$ cat src/rtl/seq_bit_serializer_if.sv
// -----------------------------------------------------------------------------
// seq_bit_serializer_if
//
// Bundles the producer-side word handshake and the serial output toward the
// sequence detector for seq_bit_serializer.
//
// Signals:
//   data_in    [WIDTH]  parallel word from producer
//   data_valid          producer has a word on data_in
//   data_ready          serializer can accept a word this cycle
//   ser_bit             serial bit, drives the detector's inp_bit
//   ser_valid           ser_bit carries a data bit (not idle fill)
//   word_done           last bit of a word is on ser_bit this cycle
//   busy                shifter active or holding buffer occupied
//
// Modports:
//   master  producer / observer side (drives data_in, data_valid)
//   slave   serializer side (drives ready and all serial outputs)
// -----------------------------------------------------------------------------
interface seq_bit_serializer_if #(
  parameter int WIDTH = 8
);

  logic [WIDTH-1:0] data_in;
  logic             data_valid;
  logic             data_ready;
  logic             ser_bit;
  logic             ser_valid;
  logic             word_done;
  logic             busy;

  modport master (
    output data_in,
    output data_valid,
    input  data_ready,
    input  ser_bit,
    input  ser_valid,
    input  word_done,
    input  busy
  );

  modport slave (
    input  data_in,
    input  data_valid,
    output data_ready,
    output ser_bit,
    output ser_valid,
    output word_done,
    output busy
  );

endinterface

$ cat src/rtl/seq_bit_serializer.sv
// -----------------------------------------------------------------------------
// seq_bit_serializer
//
// Parallel-to-serial front end for the sequence detector. Words of WIDTH bits
// are accepted over a valid/ready handshake into a one-entry holding buffer,
// then shifted out one bit per clock on ser_bit. Because the buffer refills
// while the shifter is busy, a continuously valid producer streams words with
// no idle bits in between. When nothing is shifting, ser_bit carries IDLE_BIT.
//
// Parameters:
//   WIDTH      word width, 2..32
//   MSB_FIRST  1: data_in[WIDTH-1] leaves first, 0: data_in[0] leaves first
//   IDLE_BIT   fill value on ser_bit while idle
//
// Ports:
//   clk    rising-edge clock
//   reset  synchronous, active-high reset
//   bus    seq_bit_serializer_if.slave (handshake + serial outputs); the
//          interface instance must be built with the same WIDTH
// -----------------------------------------------------------------------------
module seq_bit_serializer #(
  parameter int WIDTH     = 8,
  parameter bit MSB_FIRST = 1'b1,
  parameter bit IDLE_BIT  = 1'b0
) (
  input  logic                 clk,
  input  logic                 reset,
  seq_bit_serializer_if.slave  bus
);

  // Counter only needs to reach WIDTH-1.
  localparam int CW = (WIDTH > 1) ? $clog2(WIDTH) : 1;
  localparam logic [CW-1:0] CNT_LAST = CW'(WIDTH - 1);
  localparam logic [CW-1:0] CNT_ONE  = CW'(1);

  typedef enum logic [0:0] {
    ST_IDLE  = 1'b0,
    ST_SHIFT = 1'b1
  } state_t;

  state_t           state_r;
  logic [WIDTH-1:0] shift_r;
  logic [CW-1:0]    cnt_r;
  logic [WIDTH-1:0] buf_r;
  logic             buf_full_r;
  logic             ser_bit_r;
  logic             ser_valid_r;
  logic             word_done_r;

  logic             ready_s;
  logic             accept_s;
  logic             load_s;
  logic             last_bit_s;
  logic [WIDTH-1:0] shift_nxt_s;

  // Bit that sits at the output end of a word for the configured order.
  function automatic logic head_bit(input logic [WIDTH-1:0] w);
    if (MSB_FIRST) begin
      return w[WIDTH-1];
    end else begin
      return w[0];
    end
  endfunction

  // Advance the word by one position toward the output end, zero fill.
  function automatic logic [WIDTH-1:0] shift_word(input logic [WIDTH-1:0] w);
    if (MSB_FIRST) begin
      return {w[WIDTH-2:0], 1'b0};
    end else begin
      return {1'b0, w[WIDTH-1:1]};
    end
  endfunction

  // Ready depends only on registered buffer state (and reset), never on valid.
  assign ready_s     = ~buf_full_r & ~reset;
  assign accept_s    = bus.data_valid & ready_s;
  assign last_bit_s  = (state_r == ST_SHIFT) && (cnt_r == CNT_LAST);
  // The shifter takes the buffered word when idle or when its current word
  // ends; ready is low while full, so accept and load never coincide.
  assign load_s      = buf_full_r & ((state_r == ST_IDLE) | last_bit_s);
  assign shift_nxt_s = shift_word(shift_r);

  // Holding buffer, shifter FSM and registered serial outputs.
  always_ff @(posedge clk) begin
    if (reset) begin
      state_r     <= ST_IDLE;
      shift_r     <= '0;
      cnt_r       <= '0;
      buf_r       <= '0;
      buf_full_r  <= 1'b0;
      ser_bit_r   <= IDLE_BIT;
      ser_valid_r <= 1'b0;
      word_done_r <= 1'b0;
    end else begin
      if (accept_s) begin
        buf_r      <= bus.data_in;
        buf_full_r <= 1'b1;
      end else if (load_s) begin
        buf_full_r <= 1'b0;
      end else begin
        buf_full_r <= buf_full_r;
      end

      case (state_r)
        ST_IDLE: begin
          if (buf_full_r) begin
            state_r     <= ST_SHIFT;
            shift_r     <= buf_r;
            cnt_r       <= '0;
            ser_bit_r   <= head_bit(buf_r);
            ser_valid_r <= 1'b1;
            // WIDTH >= 2, so bit 0 is never the last bit.
            word_done_r <= 1'b0;
          end else begin
            ser_bit_r   <= IDLE_BIT;
            ser_valid_r <= 1'b0;
            word_done_r <= 1'b0;
          end
        end

        ST_SHIFT: begin
          if (cnt_r == CNT_LAST) begin
            if (buf_full_r) begin
              // Gapless hand-over to the next buffered word.
              shift_r     <= buf_r;
              cnt_r       <= '0;
              ser_bit_r   <= head_bit(buf_r);
              ser_valid_r <= 1'b1;
              word_done_r <= 1'b0;
            end else begin
              state_r     <= ST_IDLE;
              cnt_r       <= '0;
              ser_bit_r   <= IDLE_BIT;
              ser_valid_r <= 1'b0;
              word_done_r <= 1'b0;
            end
          end else begin
            shift_r     <= shift_nxt_s;
            cnt_r       <= cnt_r + CNT_ONE;
            ser_bit_r   <= head_bit(shift_nxt_s);
            ser_valid_r <= 1'b1;
            word_done_r <= ((cnt_r + CNT_ONE) == CNT_LAST);
          end
        end

        default: begin
          state_r     <= ST_IDLE;
          cnt_r       <= '0;
          ser_bit_r   <= IDLE_BIT;
          ser_valid_r <= 1'b0;
          word_done_r <= 1'b0;
        end
      endcase
    end
  end

  assign bus.data_ready = ready_s;
  assign bus.ser_bit    = ser_bit_r;
  assign bus.ser_valid  = ser_valid_r;
  assign bus.word_done  = word_done_r;
  assign bus.busy       = (state_r == ST_SHIFT) | buf_full_r;

endmodule

$ cat src/flat_wrapper.sv
// flat-port wrapper written by rule: the top's interface ports become plain ports
module seq_bit_serializer_flat 
#(
  parameter int WIDTH     = 8,
  parameter bit MSB_FIRST = 1'b1,
  parameter bit IDLE_BIT  = 1'b0
)
  (clk, reset, bus_data_in, bus_data_valid, bus_data_ready, bus_ser_bit, bus_ser_valid, bus_word_done, bus_busy);
  seq_bit_serializer_if #(.WIDTH(WIDTH)) bus_i ();
  input  logic clk;
  input  logic reset;
  input wire logic [$bits(bus_i.data_in)-1:0] bus_data_in;
  input wire logic [$bits(bus_i.data_valid)-1:0] bus_data_valid;
  output wire logic [$bits(bus_i.data_ready)-1:0] bus_data_ready;
  output wire logic [$bits(bus_i.ser_bit)-1:0] bus_ser_bit;
  output wire logic [$bits(bus_i.ser_valid)-1:0] bus_ser_valid;
  output wire logic [$bits(bus_i.word_done)-1:0] bus_word_done;
  output wire logic [$bits(bus_i.busy)-1:0] bus_busy;
  assign bus_i.data_in = bus_data_in;
  assign bus_i.data_valid = bus_data_valid;
  assign bus_data_ready = bus_i.data_ready;
  assign bus_ser_bit = bus_i.ser_bit;
  assign bus_ser_valid = bus_i.ser_valid;
  assign bus_word_done = bus_i.word_done;
  assign bus_busy = bus_i.busy;
  seq_bit_serializer #(.WIDTH(WIDTH), .MSB_FIRST(MSB_FIRST), .IDLE_BIT(IDLE_BIT)) u_core (.clk(clk), .reset(reset), .bus(bus_i));
endmodule
$ cat config.mk
export PLATFORM = sky130hd
export DESIGN_NAME = seq_bit_serializer_flat
export DESIGN_NICKNAME = d
export VERILOG_FILES = /design/src/rtl/seq_bit_serializer_if.sv /design/src/rtl/seq_bit_serializer.sv /design/src/flat_wrapper.sv
export SDC_FILE = /design/constraint.sdc
export NUM_CORES = 1
export LEC_CHECK = 0
export BUFFER_PORTS_ARGS = -buffer_cell sky130_fd_sc_hd__buf_4
export CORE_MARGIN = 10
export CORE_UTILIZATION = 57
export DETAILED_ROUTE_END_ITERATION = 6
export PLACE_DENSITY = 0.81
export SLEW_MARGIN = 20
export SYNTH_ARGS = -nofsm -noshare
export SYNTH_HDL_FRONTEND = slang
export SYNTH_SLANG_ARGS = --single-unit
$ cat constraint.sdc
create_clock -name clk -period 2.13 [get_ports clk]
set_input_delay 0.3195 -clock clk [delete_from_list [all_inputs] [get_ports clk]]
set_output_delay 0.3195 -clock clk [all_outputs]
set_load 0.01 [all_outputs]
==> results of run 1 <==
## how the worst max path moves through the flow
stage                            from                end  slack [ps]  cells past startpoint
floorplan             u_core.cnt_r[0]  u_core.shift_r[4]         790                      6
global placement      u_core.cnt_r[0]  u_core.shift_r[4]         750                      5
detailed placement  u_core.buf_full_r    u_core.buf_r[6]         710                      3
CTS                 u_core.buf_full_r           bus_busy         380                      3
global route        u_core.buf_full_r           bus_busy         300                      3
finish              u_core.buf_full_r           bus_busy         370                      3
## critical path: stages, from the launching register on
cell     delay, ps
dfxtp_1        770
nor2_1         150
inv_1           90
buf_4          120
## synthesized netlist by cell type
cell,number
dfxtp_1,22
nand2_1,18
a21oi_1,13
nor2_1,13
mux2i_1,7
a211oi_1,5
ha_1,4
inv_1,3
nor3b_1,3
buf_2,2
buf_6,2
clkbuf_1,2
nor2b_1,2
a211oi_2,1
buf_4,1
buf_8,1
nand2b_1,1
nand2b_2,1
nand3_1,1
nand3b_1,1
nor3_1,1
nor4b_1,1
## cell usage in the layout, fill, tap and decap left out, drive strengths merged
| cell | instances |
|---|---|
| nor3 | 1 |
| a211oi | 6 |
| buf | 15 |
| nor3b | 3 |
| nand3b | 1 |
| nand3 | 1 |
| nand2 | 18 |
| dfxtp | 22 |
| clkbuf | 4 |
| nand2b | 2 |
| nor4b | 1 |
| inv | 3 |
| a21oi | 13 |
| nor2b | 2 |
| mux2i | 7 |
| nor2 | 13 |
| ha | 4 |
## layout make-up
cell class	count	area [sq um]	share of cell area, %
multi-input combinational	72	428	40.8
tap	16	20.0	1.91
timing repair buffer	15	113	10.7
sequential	22	440	42.0
clock buffer	4	36.3	3.46
inverter	3	11.3	1.07
## through the flow
stage               hold slack, ps  instances  instance area (sq um)  total power [mW]
floorplan                      392        105                    942             0.536
global placement               442        128                   1010             0.558
detailed placement             448        128                   1010             0.561
CTS                            241        132                   1050             0.785
global route                   232        132                   1050             0.821
finish                         245        132                   1050             0.780
## routing by layer
| layer | track usage, % | vias to the layer above |
|---|---|---|
| li1 | - | 371 |
| met1 | 12.1 | 310 |
| met2 | 16.6 | 12 |
| met3 | 4.38 | 4 |
| met4 | 5.96 | 0 |
| met5 | 0 | - |
## registers in the layout, indices dropped and copies added (netlist names)
name and count:
u_core.bus.ser_valid 1, u_core.shift_r 7, u_core.bus.word_done 1, u_core.cnt_r 3
u_core.buf_r 8, u_core.bus.ser_bit 1, u_core.buf_full_r 1
## report_power, final
part / total (mW) / switching, mW / internal [mW]
clock network: 0.228 / 0.124 / 0.104
registers: 0.458 / 0.0227 / 0.436
logic: 0.0927 / 0.0465 / 0.0462
total: 0.780 / 0.193 / 0.586
## logic make-up (layout without fill, tap and decap cells)
| kind of cell | count (synthesis) | after routing | synth area share, % |
|---|---|---|---|
| and+or+nand+nor | 42 | 42 | 20.5 |
| DFF | 22 | 22 | 46.7 |
| adders and majority gates | 4 | 4 | 5.31 |
| AOI/OAI and AO/OA | 19 | 19 | 12.2 |
| muxes | 7 | 7 | 7.44 |
| buffers and inverters | 11 | 22 | 7.84 |
==> results.toml, run 1 <==
[status]
outcome = "finished clean"

[die]
initial_utilization_pct = 61.1
fp.dieArea_sq_um = 3680
core_area_sq_um = 1540
boundaryPins = 16
die_y_um = 60.7
die_x_um = 60.7
rows = 14

[routing]
wl_per_cell_um = 13.2
dr.pass1.iters = 4
wl_met2_um = 811
routed_wl_um = 1750
drc = 0
routed-wl-met3_um = 90
vias_per_cell = 5.28
vias = 697
drtAntennaViolNets = 0
initialDrtViolationCount = 10
met1Wirelength_um = 815
top_layer = "met4"

[placed_design]
dp_hpwl_um = 1270
globalplace.congestion = 0.729
io_buffers = 15
place_ws_ps = 714

[sta]
fin_skew_ps = 1.01
worst_pin_slew_ps = 669
fmax_mhz = 570
finalHoldViolations = 0
maxSlewHeadroom_pct = 55.4
post-route-period-util_pct = 82.4
slew_viol_final = 0
fin_tns_setup_ps = 0
fin_ws_ps = 375
finalSetupViolCount = 0
rsz0062_at_grt = "false"
finalCriticalPeriod_ps = 1760

[yosys]
synth_top_area_share_pct = 46.7
seq_area_frac_synth_pct = 46.7
synth.area.top_cells = "dfxtp_1 47%, mux2i_1 7.4%, nand2_1 7.2%"
avgSynthCellArea_sq_um = 8.97
yosys_warnings = 0
synth-seq-cells = 22
synth_cells = 105
synth_area_sq_um = 942
synth.distinct_cells = 22
syn_nets = 120
synth_top_area_cell = "dfxtp_1"

[worst_setup_path]
critPathKind = "reg2out"
worstPathRequired_ps = 1810
critPathCaptureType = "output pin"
reg2reg_from = "u_core.buf_full_r"
r2r_slack_ps = 680
worstPathArrival_ps = 1440
rr_worst_depth = 3
path_max_fanout = 16
cp-start-kind = "flip-flop"
r2r-end = "u_core.buf_r[6]"

[global_route]
grt_max_degree = 24
grt_use_total_pct = 10.7
antenna_found_initial = 0
grt_pass1_vias = 752
overflow = 0
grt_pass1_wl_um = 3020

[finish]
final_nets = 132
fillers = 132
synthToLayoutAreaGrowth_pct = 11.3
num_antenna_cells = 0
drive_above_1_share_pct = 18.1
fin_util_pct = 68.0

[cts]
insertion_delay_ps = 300
post_cts_buffers = 0
path_clk_slew_ps = 120
cts.repair.resized = 0
postCtsHoldBufs = 0
cts_buffers = 3
ctsHtreeMaxLevel = 1
clock_sinks = 22
tritoncts = "yes"
clock_path_buffers = 2
root_buffer = "clkbuf_4"

[worst_hold_path]
holdPathEnd = "u_core.buf_r[1]"
hold_class = "in2reg"
whs_path_depth = 3
hold_start = "bus_data_in[1]"

[flow_run]
timing.max_cap.violations = 0

[pwr]
ir_worst_vdd_mv = 0.451
leakagePower_nw = 0.451
power.density_nw_per_um2 = 743
No activity file was read; power rests on OpenSTA's default activity.
==> inputs of run 2 (changes only) <==
--- a/config.mk
+++ b/config.mk
@@ -7,9 +7,9 @@
 export LEC_CHECK = 0
 export BUFFER_PORTS_ARGS = -buffer_cell sky130_fd_sc_hd__buf_4
 export CORE_MARGIN = 10
-export CORE_UTILIZATION = 57
+export CORE_UTILIZATION = 53
 export DETAILED_ROUTE_END_ITERATION = 6
-export PLACE_DENSITY = 0.81
+export PLACE_DENSITY = 0.76
 export SLEW_MARGIN = 20
 export SYNTH_ARGS = -nofsm -noshare
 export SYNTH_HDL_FRONTEND = slang
==> constraint.sdc (replaced) <==
create_clock -name clk -period 1.7 [get_ports clk]
set_input_delay 0.255 -clock clk [delete_from_list [all_inputs] [get_ports clk]]
set_output_delay 0.255 -clock clk [all_outputs]
set_load 0.01 [all_outputs]
==> run 2 against run 1 <==
Effect of this change: final cell count increased by 8.3%; sequential power increased by 24%; clock skew increased by 8.8 ps; via count increased by 0.57%; wire length decreased by 4.2%; register-to-register slack got worse by 390 ps; die area increased by 5.0%; hold slack got worse by 71 ps; non-clock buffer count increased by 2; combinational power increased by 34%; critical path depth increased by 1; largest power group unchanged; global-route usage decreased by 1.6 points.
==> results.toml, run 2 (synthesis results as in run 1) <==
[routing]
initialDrtViolationCount = 9
vias = 701
drtAntennaViolNets = 0
vias_per_cell = 4.90
wl_per_cell_um = 11.7
drc = 0
dr.pass1.iters = 4
routed_wl_um = 1670

[finish]
fillers = 142
synthToLayoutAreaGrowth_pct = 15.8
largest_register = "u_core.buf_r"
fin_util_pct = 63.9
seq_area_sq_um = 440
largest_reg_flops = 8
drive_above_1_share_pct = 19.5
layout_commonest_cell = "dfxtp_1"
num_antenna_cells = 0
top_regs = "u_core.buf_r (8), u_core.shift_r (7), u_core.cnt_r (3)"
final_nets = 134
multiInputGateArea_sq_um = 428
stdcell_area_sq_um = 1090
layout_common_cells = "22 x dfxtp_1, 18 x nand2_1, 17 x buf_4"

[sta]
post-route-period-util_pct = 92.4
finalSetupViolCount = 0
slew_viol_final = 0
fin_tns_setup_ps = 0
finalHoldViolations = 0
maxSlewHeadroom_pct = 75.6
rsz0062_at_grt = "false"
fin_skew_ps = 9.79
hold_ws_ps = 174
worst_pin_slew_ps = 366
finalCriticalPeriod_ps = 1570
fmax_mhz = 636

[cts]
postCtsHoldBufs = 0
cts.repair.resized = 0
cts_buffers = 3
insertion_delay_ps = 310
path_clk_slew_ps = 130
post_cts_buffers = 0
clock_path_buffers = 2
root_buffer = "clkbuf_4"
clock_sinks = 22
tritoncts = "yes"
ctsHtreeMaxLevel = 1

[die]
die_x_um = 62.2
core_area_sq_um = 1710
boundaryPins = 16
fp.dieArea_sq_um = 3860
initial_utilization_pct = 55.2
die_y_um = 62.2
rows = 15

[global_route]
antenna_found_initial = 0
grt_pass1_vias = 691
grt_max_degree = 24
grt_pass1_wl_um = 2970
overflow = 0
grt_use_total_pct = 9.03

[worst_setup_path]
worstPathArrival_ps = 1320
rr_worst_depth = 4
r2r_slack_ps = 290
cp-start-kind = "flip-flop"
critPathKind = "reg2out"
worstPathRequired_ps = 1440
path_max_fanout = 10
critPathCaptureType = "output pin"

[pwr]
leakagePower_nw = 0.468
ir_worst_vdd_mv = 0.643
power.density_nw_per_um2 = 1000

[placed_design]
dpl_cell_area_sq_um = 1040
globalplace.congestion = 0.731
dp_hpwl_um = 1220
io_buffers = 15

[worst_hold_path]
hold_class = "in2reg"
whs_path_depth = 3

[flow_run]
timing.max_cap.violations = 0

[status]
outcome = "finished clean"
-- run 2: cell type report --
class                   count  area share (%)
multi-input cells          72            39.2
clock buffers               3            2.06
inverters                   3            1.03
flip-flops and latches     22            40.4
repair buffers             17            11.7
well taps                  25            2.87
clock inverters             1            2.75
-- run 2: where the power goes --
group          switching [mW]  total, mW  internal, mW
sequential             0.0237      0.570         0.546
combinational          0.0630      0.124        0.0614
clock                   0.158      0.397         0.238
-- run 2: worst max-delay path, cell delays in order, from the launching register on --
cell     delay [ps]
dfxtp_1         520
buf_4           250
nor2_1           70
inv_1            60
buf_4           110
-- run 2: worst paths after layout --
check	from	to
setup / recovery	u_core.buf_full_r	bus_busy
hold / removal	bus_data_in[6]	u_core.buf_r[6]
setup reg to reg	u_core.cnt_r[0]	u_core.shift_r[6]
hold reg to reg	u_core.buf_r[0]	u_core.buf_r[0]
-- run 2: layer usage --
layer	GRT usage, %	part of all wire [%]	vias up
met5	0	0	-
met1	10.8	45	307
met2	14.1	48	13
met3	3.41	6.4	2
li1	-	-	379
met4	3.71	0.72	0
-- run 2: per-stage QoR --
step           setup WS [ps]  std cells  total power, mW
6_report                 129        143             1.09
5_1_grt                 20.9        143             1.15
4_1_cts                  108        143             1.10
3_5_place_dp             293        139            0.707
3_3_place_gp             365        139            0.703
2_1_floorplan            359        105            0.671
